**src/rtl/text_fetch_pkg.sv**
```systemverilog
// Shared types and constants for the text_fetch character-code feeder.
package text_fetch_pkg;

  typedef enum logic [1:0] {
    IDLE = 2'd0,
    REQ  = 2'd1,
    WAIT = 2'd2
  } fetch_state_t;

  localparam int COLS_32      = 32;
  localparam int COLS_64      = 64;
  localparam int CELL_LAST_32 = 15;
  localparam int CELL_LAST_64 = 7;

  localparam logic [7:0] FILL_CODE_DEF = 8'h20;

  function automatic logic [3:0] cell_last_of(input logic w64);
    return w64 ? 4'(CELL_LAST_64) : 4'(CELL_LAST_32);
  endfunction

endpackage

```
**src/rtl/text_pos_counter.sv**
```systemverilog
// Screen position counters for text_fetch: pixel-in-cell, column, scanline-in-row
// and row, plus the cell wrap strobe that paces fetches and char_code updates.
module text_pos_counter
  import text_fetch_pkg::*;
#(
  parameter int LINES_PER_ROW = 12,
  parameter int ROWS          = 16
) (
  input  logic       clk,
  input  logic       rst_n,
  input  logic       frame_start,
  input  logic       line_start,
  input  logic       width_64,
  output logic [3:0] pixel,
  output logic [6:0] col,
  output logic [4:0] sub_line,
  output logic [4:0] row,
  output logic       w64,
  output logic       running,
  output logic       lead_in,
  output logic       cell_wrap,
  output logic       last_col
);

  logic       frame_done;
  logic [3:0] cell_last;

  assign cell_last = cell_last_of(w64);
  assign cell_wrap = running && (pixel == cell_last);
  assign last_col  = (col == (w64 ? 7'(COLS_64 - 1) : 7'(COLS_32 - 1)));

  always_ff @(posedge clk or negedge rst_n) begin
    if (!rst_n) begin
      pixel      <= '0;
      col        <= '0;
      sub_line   <= '0;
      row        <= '0;
      w64        <= 1'b0;
      running    <= 1'b0;
      lead_in    <= 1'b0;
      frame_done <= 1'b0;
    end else if (frame_start) begin
      // Column mode is only ever latched here so a frame never mixes widths.
      sub_line   <= '0;
      row        <= '0;
      w64        <= width_64;
      frame_done <= 1'b0;
      running    <= 1'b0;
      lead_in    <= 1'b0;
      pixel      <= '0;
      col        <= '0;
    end else if (line_start && !frame_done) begin
      running <= 1'b1;
      lead_in <= 1'b1;
      pixel   <= '0;
      col     <= '0;
    end else if (running) begin
      if (!cell_wrap) begin
        pixel <= pixel + 4'd1;
      end else begin
        pixel <= '0;
        if (lead_in) begin
          // The lead-in cell only prefetches column 0; col stays put.
          lead_in <= 1'b0;
        end else begin
          col <= col + 7'd1;
          if (last_col) begin
            running <= 1'b0;
            if (sub_line == 5'(LINES_PER_ROW - 1)) begin
              sub_line <= '0;
              row      <= row + 5'd1;
              if (row == 5'(ROWS - 1)) frame_done <= 1'b1;
            end else begin
              sub_line <= sub_line + 5'd1;
            end
          end
        end
      end
    end
  end

endmodule

```
**src/rtl/text_fetch.sv**
```systemverilog
// Text-mode fetch front end: walks the screen, reads codes from video RAM one cell
// ahead and feeds the character generator. Optional TEXT_FETCH_STATS_EN adds underrun_count.
module text_fetch
  import text_fetch_pkg::*;
#(
  parameter int         ADDR_W        = 11,
  parameter int         LINES_PER_ROW = 12,
  parameter int         ROWS          = 16,
  parameter logic [7:0] FILL_CODE     = FILL_CODE_DEF
) (
  input  logic              pixel_clock,
  input  logic              reset_n,
  input  logic              width_64,
  input  logic              frame_start,
  input  logic              line_start,
  output logic [ADDR_W-1:0] vram_addr,
  output logic              vram_rd_req,
  input  logic              vram_rd_ack,
  input  logic [7:0]        vram_data,
  output logic [7:0]        char_code,
  output logic [4:0]        subchar_line,
  output logic [3:0]        subchar_pixel,
  output logic              display_active,
`ifdef TEXT_FETCH_STATS_EN
  output logic [7:0]        underrun_count,
`endif
  output fetch_state_t      fetch_state,
  output logic              underrun
);

  // VRAM port: vram_rd_req rises with a stable vram_addr and holds until the
  // single-cycle vram_rd_ack (data valid that cycle) or until the fetch is aborted.

  logic [3:0] pixel;
  logic [6:0] col;
  logic [4:0] sub_line;
  logic [4:0] row;
  logic       w64;
  logic       running;
  logic       lead_in;
  logic       cell_wrap;
  logic       last_col;

  text_pos_counter #(
    .LINES_PER_ROW (LINES_PER_ROW),
    .ROWS          (ROWS)
  ) u_pos (
    .clk         (pixel_clock),
    .rst_n       (reset_n),
    .frame_start (frame_start),
    .line_start  (line_start),
    .width_64    (width_64),
    .pixel       (pixel),
    .col         (col),
    .sub_line    (sub_line),
    .row         (row),
    .w64         (w64),
    .running     (running),
    .lead_in     (lead_in),
    .cell_wrap   (cell_wrap),
    .last_col    (last_col)
  );

  assign subchar_pixel  = pixel;
  assign subchar_line   = sub_line;
  assign display_active = running & ~lead_in;

  fetch_state_t      state;
  fetch_state_t      state_d;
  logic              req_d;
  logic [ADDR_W-1:0] addr_d;
  logic [7:0]        next_code;
  logic [7:0]        next_d;
  logic              abort;
  logic              fetch_needed;
  logic [6:0]        fetch_col;
  logic [ADDR_W-1:0] fetch_addr;
  logic              deadline;

  assign fetch_state  = state;
  assign fetch_needed = lead_in | ~last_col;
  assign fetch_col    = lead_in ? 7'd0 : col + 7'd1;
  assign fetch_addr   = ADDR_W'(row) * ADDR_W'(w64 ? COLS_64 : COLS_32) + ADDR_W'(fetch_col);
  // Last clock at which a late code can still reach next_code before the wrap.
  assign deadline     = (pixel == cell_last_of(w64) - 4'd1);

  always_comb begin
    state_d = state;
    req_d   = vram_rd_req;
    addr_d  = vram_addr;
    next_d  = next_code;
    abort   = 1'b0;
    case (state)
      IDLE: begin
        if (running && (pixel == 4'd0) && fetch_needed) begin
          state_d = REQ;
          req_d   = 1'b1;
          addr_d  = fetch_addr;
        end
      end
      REQ, WAIT: begin
        if (vram_rd_ack) begin
          state_d = IDLE;
          req_d   = 1'b0;
          next_d  = vram_data;
        end else if ((state == WAIT) && deadline) begin
          state_d = IDLE;
          req_d   = 1'b0;
          next_d  = FILL_CODE;
          abort   = 1'b1;
        end else begin
          state_d = WAIT;
        end
      end
      default: begin
        state_d = IDLE;
        req_d   = 1'b0;
      end
    endcase
    if (frame_start) begin
      state_d = IDLE;
      req_d   = 1'b0;
      next_d  = next_code;
      abort   = 1'b0;
    end
  end

  always_ff @(posedge pixel_clock or negedge reset_n) begin
    if (!reset_n) begin
      state       <= IDLE;
      vram_rd_req <= 1'b0;
      vram_addr   <= '0;
      next_code   <= FILL_CODE;
      char_code   <= '0;
      underrun    <= 1'b0;
    end else begin
      state       <= state_d;
      vram_rd_req <= req_d;
      vram_addr   <= addr_d;
      next_code   <= next_d;
      if (cell_wrap) char_code <= next_code;
      if (frame_start)  underrun <= 1'b0;
      else if (abort)   underrun <= 1'b1;
    end
  end

`ifdef TEXT_FETCH_STATS_EN
  always_ff @(posedge pixel_clock or negedge reset_n) begin
    if (!reset_n) begin
      underrun_count <= '0;
    end else if (abort && (underrun_count != 8'hFF)) begin
      underrun_count <= underrun_count + 8'd1;
    end
  end
`endif

endmodule

```
**config.mk**
```make
export PLATFORM = sky130hd
export DESIGN_NAME = text_fetch
export DESIGN_NICKNAME = d
export VERILOG_FILES = /design/src/rtl/text_fetch_pkg.sv /design/src/rtl/text_pos_counter.sv /design/src/rtl/text_fetch.sv
export SDC_FILE = /design/constraint.sdc
export NUM_CORES = 1
export LEC_CHECK = 0
export ABC_AREA = 1
export CAP_MARGIN = 10
export CELL_PAD_IN_SITES_DETAIL_PLACEMENT = 1
export CELL_PAD_IN_SITES_GLOBAL_PLACEMENT = 2
export CORE_MARGIN = 2
export CORE_UTILIZATION = 32
export CTS_CLUSTER_SIZE = 24
export DETAILED_ROUTE_END_ITERATION = 8
export PLACE_DENSITY = 0.77
export SKIP_CTS_REPAIR_TIMING = 1
export SLEW_MARGIN = 40
export SYNTH_ARGS = -nofsm -noshare
export SYNTH_HDL_FRONTEND = slang
export SYNTH_SLANG_ARGS = --single-unit
```
**constraint.sdc**
```tcl
create_clock -name pixel_clock -period 3.9 [get_ports pixel_clock]
set_clock_uncertainty 0.15 [all_clocks]
set_input_delay 1.17 -clock pixel_clock [delete_from_list [all_inputs] [get_ports pixel_clock]]
set_output_delay 1.17 -clock pixel_clock [all_outputs]
set_load 0.02 [all_outputs]
```
==> flow_summary.rst <==
.. list-table::
   :header-rows: 1

   * - Metric
     - Value
   * - Die footprint
     - 10300 um2
   * - Int Pwr
     - 1.01 mW
   * - Synth Register Bits
     - 56
   * - XOR/XNOR share of the synthesized area
     - 3.18%
   * - First-pass detailed-route iteration total
     - 4
   * - Total vias in the final route
     - 2495
   * - I/O pin cnt
     - 47
   * - Pwr/cell area
     - 375 nW/um2
   * - Routed length per placed instance
     - 13.6 um
   * - Number of nets with antenna violations after detailed routing
     - 0
   * - Floorplan die height
     - 101 um
   * - Transition time at the pin with the least slew margin
     - 0.684 ns
   * - Main synth FF type
     - sky130_fd_sc_hd__dfrtp_1
   * - Instance count after placement with tap cells included
     - 517
   * - Initial core utilization
     - 33.0%
   * - Sequential cell area fraction in the yosys report
     - 46.2%
   * - Leakage power figure
     - 1.80 nW
   * - Synthesized net count
     - 397
   * - Slowest cell on the critical path
     - sky130_fd_sc_hd__clkdlybuf4s50_1
   * - Clock slew at the register clock pins of the worst setup and hold paths
     - 0.11 ns
   * - H-tree depth reported by CTS
     - 2
   * - Final-report hold violation count
     - 0
   * - Min cycle time layout
     - 3.08 ns
   * - Simple-Gate Fraction of Synth Area
     - 27.2%
   * - Iteration-0 DRC count of the detailed router
     - 70
   * - Max Cap Violations
     - 0
   * - Critical path type
     - reg -> out
   * - Total global routing track utilization
     - 15.3%
   * - Inserted Diodes
     - 0
   * - Buffers on Ports
     - 46
   * - Run status
     - finished, final reports clean
   * - Core area
     - 9200 um2
   * - Most frequent cell on the critical path
     - sky130_fd_sc_hd__inv_2
   * - Count of distinct cell types in the synthesized netlist
     - 31
   * - Maximum count of clock buffers along a single path
     - 2
   * - Largest family of logic cells by synthesized area
     - simple AND/OR/NAND/NOR gates
   * - Switching pwr
     - 0.393 mW
   * - Number of sinks on the clock net
     - 56
   * - Largest incremental delay on the critical path
     - 0.61 ns
   * - Final routed DRC violation total
     - 0
   * - Switch share
     - 28.0%
   * - Most common cell after layout, fill and taps aside
     - sky130_fd_sc_hd__nand2_1
   * - Most frequent cells in the layout
     - sky130_fd_sc_hd__nand2_1 (118), sky130_fd_sc_hd__dfrtp_1 (55), sky130_fd_sc_hd__clkdlybuf4s50_1 (45), sky130_fd_sc_hd__inv_1 (36), sky130_fd_sc_hd__ha_1 (19)
   * - Post-route non-filler standard cell count
     - 525
   * - Placement row count
     - 35
   * - HPWL reported at the end of detailed placement
     - 5460 um
   * - Buffer type at the clock tree root
     - sky130_fd_sc_hd__clkbuf_8
   * - Adder-Cell Fraction of Synth Area
     - 9.16%
   * - Number of synthesized flops with an enable pin
     - 0
   * - Clock buffers created by TritonCTS
     - 5
   * - Avg Synthesized Cell Area
     - 8.38 um2
   * - Class of the tightest hold or removal check
     - reg -> reg
   * - Clock tree from TritonCTS
     - yes
   * - Share of final-layout standard cells stronger than drive strength 1
     - 8.45%
   * - Maximum number of pins on one net before global-route repair
     - 29
   * - Type of destination of the critical path
     - output pin
   * - Number of antenna violations at the first check in global routing
     - 0
   * - Synthesized netlist cell count
     - 362
   * - Clk Latency, worst-skew pair
     - 0.31 ns
   * - Unrepaired setup endpoints after global routing
     - no
   * - Overflow after GRT
     - 0
   * - Via count normalized by instance count
     - 4.75
   * - Mapped Area
     - 3030 um2
   * - Post-Route Setup TNS
     - 0 ns
   * - Data arrival time of the critical path
     - 1.76 ns
   * - Clock share of power
     - 32.3%
   * - Warnings from Yosys
     - 0
   * - Area overhead of the layout relative to synthesis
     - 23.6%
   * - Share of the synthesized area in compound gates (AO/OA/AOI/OAI)
     - 7.80%
   * - Critical path, cell by cell
     - inv_2 > nand2_1 > inv_2 > clkdlybuf4s50_1
   * - Vias in the first global route
     - 2590
   * - Final wirelength
     - 7160 um
   * - VDD IR max
     - 0.201 mV
   * - Synth async-reset ratio
     - 100%
   * - Die boundary width
     - 101 um
   * - Final worst path period share
     - 78.9%
   * - Total Nets Final
     - 448
   * - Wire length of the first global-routing pass
     - 12700 um
   * - Type of origin of the critical path
     - register
   * - Multiplexer share of the synthesized area
     - 0%
   * - Required time of the critical path
     - 2.58 ns
   * - CP max FO
     - 7
   * - Last weighted congestion value of the routability-driven placer
     - 0.726
   * - Worst max-slew margin expressed relative to the limit
     - 54.4%
   * - Count of final max-slew check failures
     - 0
   * - Number of fill cells in the layout
     - 1109
   * - Total of endpoints with negative setup slack in the final report
     - 0
   * - Portion of total power attributed to sequential cells
     - 49.5%
   * - Maximum frequency from static timing analysis
     - 325 MHz
   * - Hold_ws
     - 0.328 ns
   * - Proportion of power drawn by combinational gates
     - 18.2%
==> area by class of cell <==
class	instances	area, um2	area share, %
Clock buffer	6	72.6	1.94
Clock inverter	2	60.1	1.60
Inverter	40	150	4.01
Multi-Input combinational cell	260	1440	38.4
Sequential cell	56	1400	37.4
Tap cell	111	139	3.70
Timing Repair Buffer	50	485	13.0
==> cell families after synthesis <==
kind of cell             Yosys count
XOR/XNOR                          11
adder cells (fa/ha/maj)           21
AND/OR/NAND/NOR                  183
buffers and inverters             46
flip-flops                        56
other                              1
AO/OA/AOI/OAI                     44
==> routing by layer <==
metal	vias to the layer above	wire, um	track usage (%)
li1	1256	-	-
met1	1194	3600	21.4
met2	38	3300	25.2
met3	7	181	2.48
met4	0	68	3.01
met5	-	0	0
==> flip-flops by register name, summed over array words and instances (netlist names) <==
name and count:
u_pos.frame_done 1, u_pos.pixel 4, char_code 8, u_pos.sub_line 5, vram_addr 11, u_pos.row 5, underrun 1, u_pos.col 7
u_pos.lead_in 1, u_pos.w64 1, vram_rd_req 1, u_pos.running 1, next_code 8, fetch_state 2
==> metrics by stage <==
step	area (um2)	utilization (%)	power, mW	worst slack [ns]
finish	3750	40.8	1.41	0.822
global route	3750	40.8	1.49	0.565
CTS	3750	40.8	1.43	0.809
detailed placement	3620	39.3	0.969	0.853
global placement	3620	39.3	0.961	0.946
floorplan	3030	-	0.855	1.12
==> power by group through the flow <==
stage,sequential (mW),clock [mW],combinational [mW]
2_1_floorplan,0.723,0,0.132
3_3_place_gp,0.706,0,0.255
3_5_place_dp,0.708,0,0.261
4_1_cts,0.697,0.472,0.263
5_1_grt,0.706,0.490,0.296
6_report,0.696,0.454,0.256
==> Yosys cell counts (4+ instances only) <==
cell                      count  area share [%]
sky130_fd_sc_hd__nor2_1      18             2.2
sky130_fd_sc_hd__o21ai_1     16             2.6
sky130_fd_sc_hd__nor2_2       6             1.2
sky130_fd_sc_hd__o21ai_0     12             2.0
sky130_fd_sc_hd__inv_1       36             4.5
sky130_fd_sc_hd__nand3_1     17             2.8
sky130_fd_sc_hd__nand2_1    118              15
sky130_fd_sc_hd__nand4_1      7             1.4
sky130_fd_sc_hd__dfrtp_1     55              45
sky130_fd_sc_hd__xor2_1      10             2.9
sky130_fd_sc_hd__ha_1        19             7.8
sky130_fd_sc_hd__nand2_2      4            0.82
sky130_fd_sc_hd__a21oi_1      7             1.2
sky130_fd_sc_hd__inv_2        4            0.49
sky130_fd_sc_hd__o22ai_1      5             1.0
sky130_fd_sc_hd__nor3_1       5            0.82
==> critical path: cells and delay by family, from the launching register on <==
family / cells / cell delay, ns
buf+inv: 3 / 0.88
flops: 1 / 0.46
simple gates: 1 / 0.10
==> final timing paths <==
kind / from / end / slack [ns] / cells after the start
max: u_pos.lead_in$_DFFE_PN0P_ / display_active / 0.82 / 4
max reg2reg: u_pos.col[0]$_DFFE_PN0P_ / vram_addr[8]$_DFFE_PN0P_ / 0.85 / 12
max in group asynchronous: reset_n / next_code[5]$_DFFE_PN1P_ / 2.28 / 2
min: next_code[7]$_DFFE_PN0P_ / next_code[7]$_DFFE_PN0P_ / 0.33 / 2
min reg2reg: next_code[7]$_DFFE_PN0P_ / next_code[7]$_DFFE_PN0P_ / 0.33 / 2
min in group asynchronous: reset_n / vram_addr[0]$_DFFE_PN0P_ / 0.59 / 1
Power figures use the tool's default switching activity.
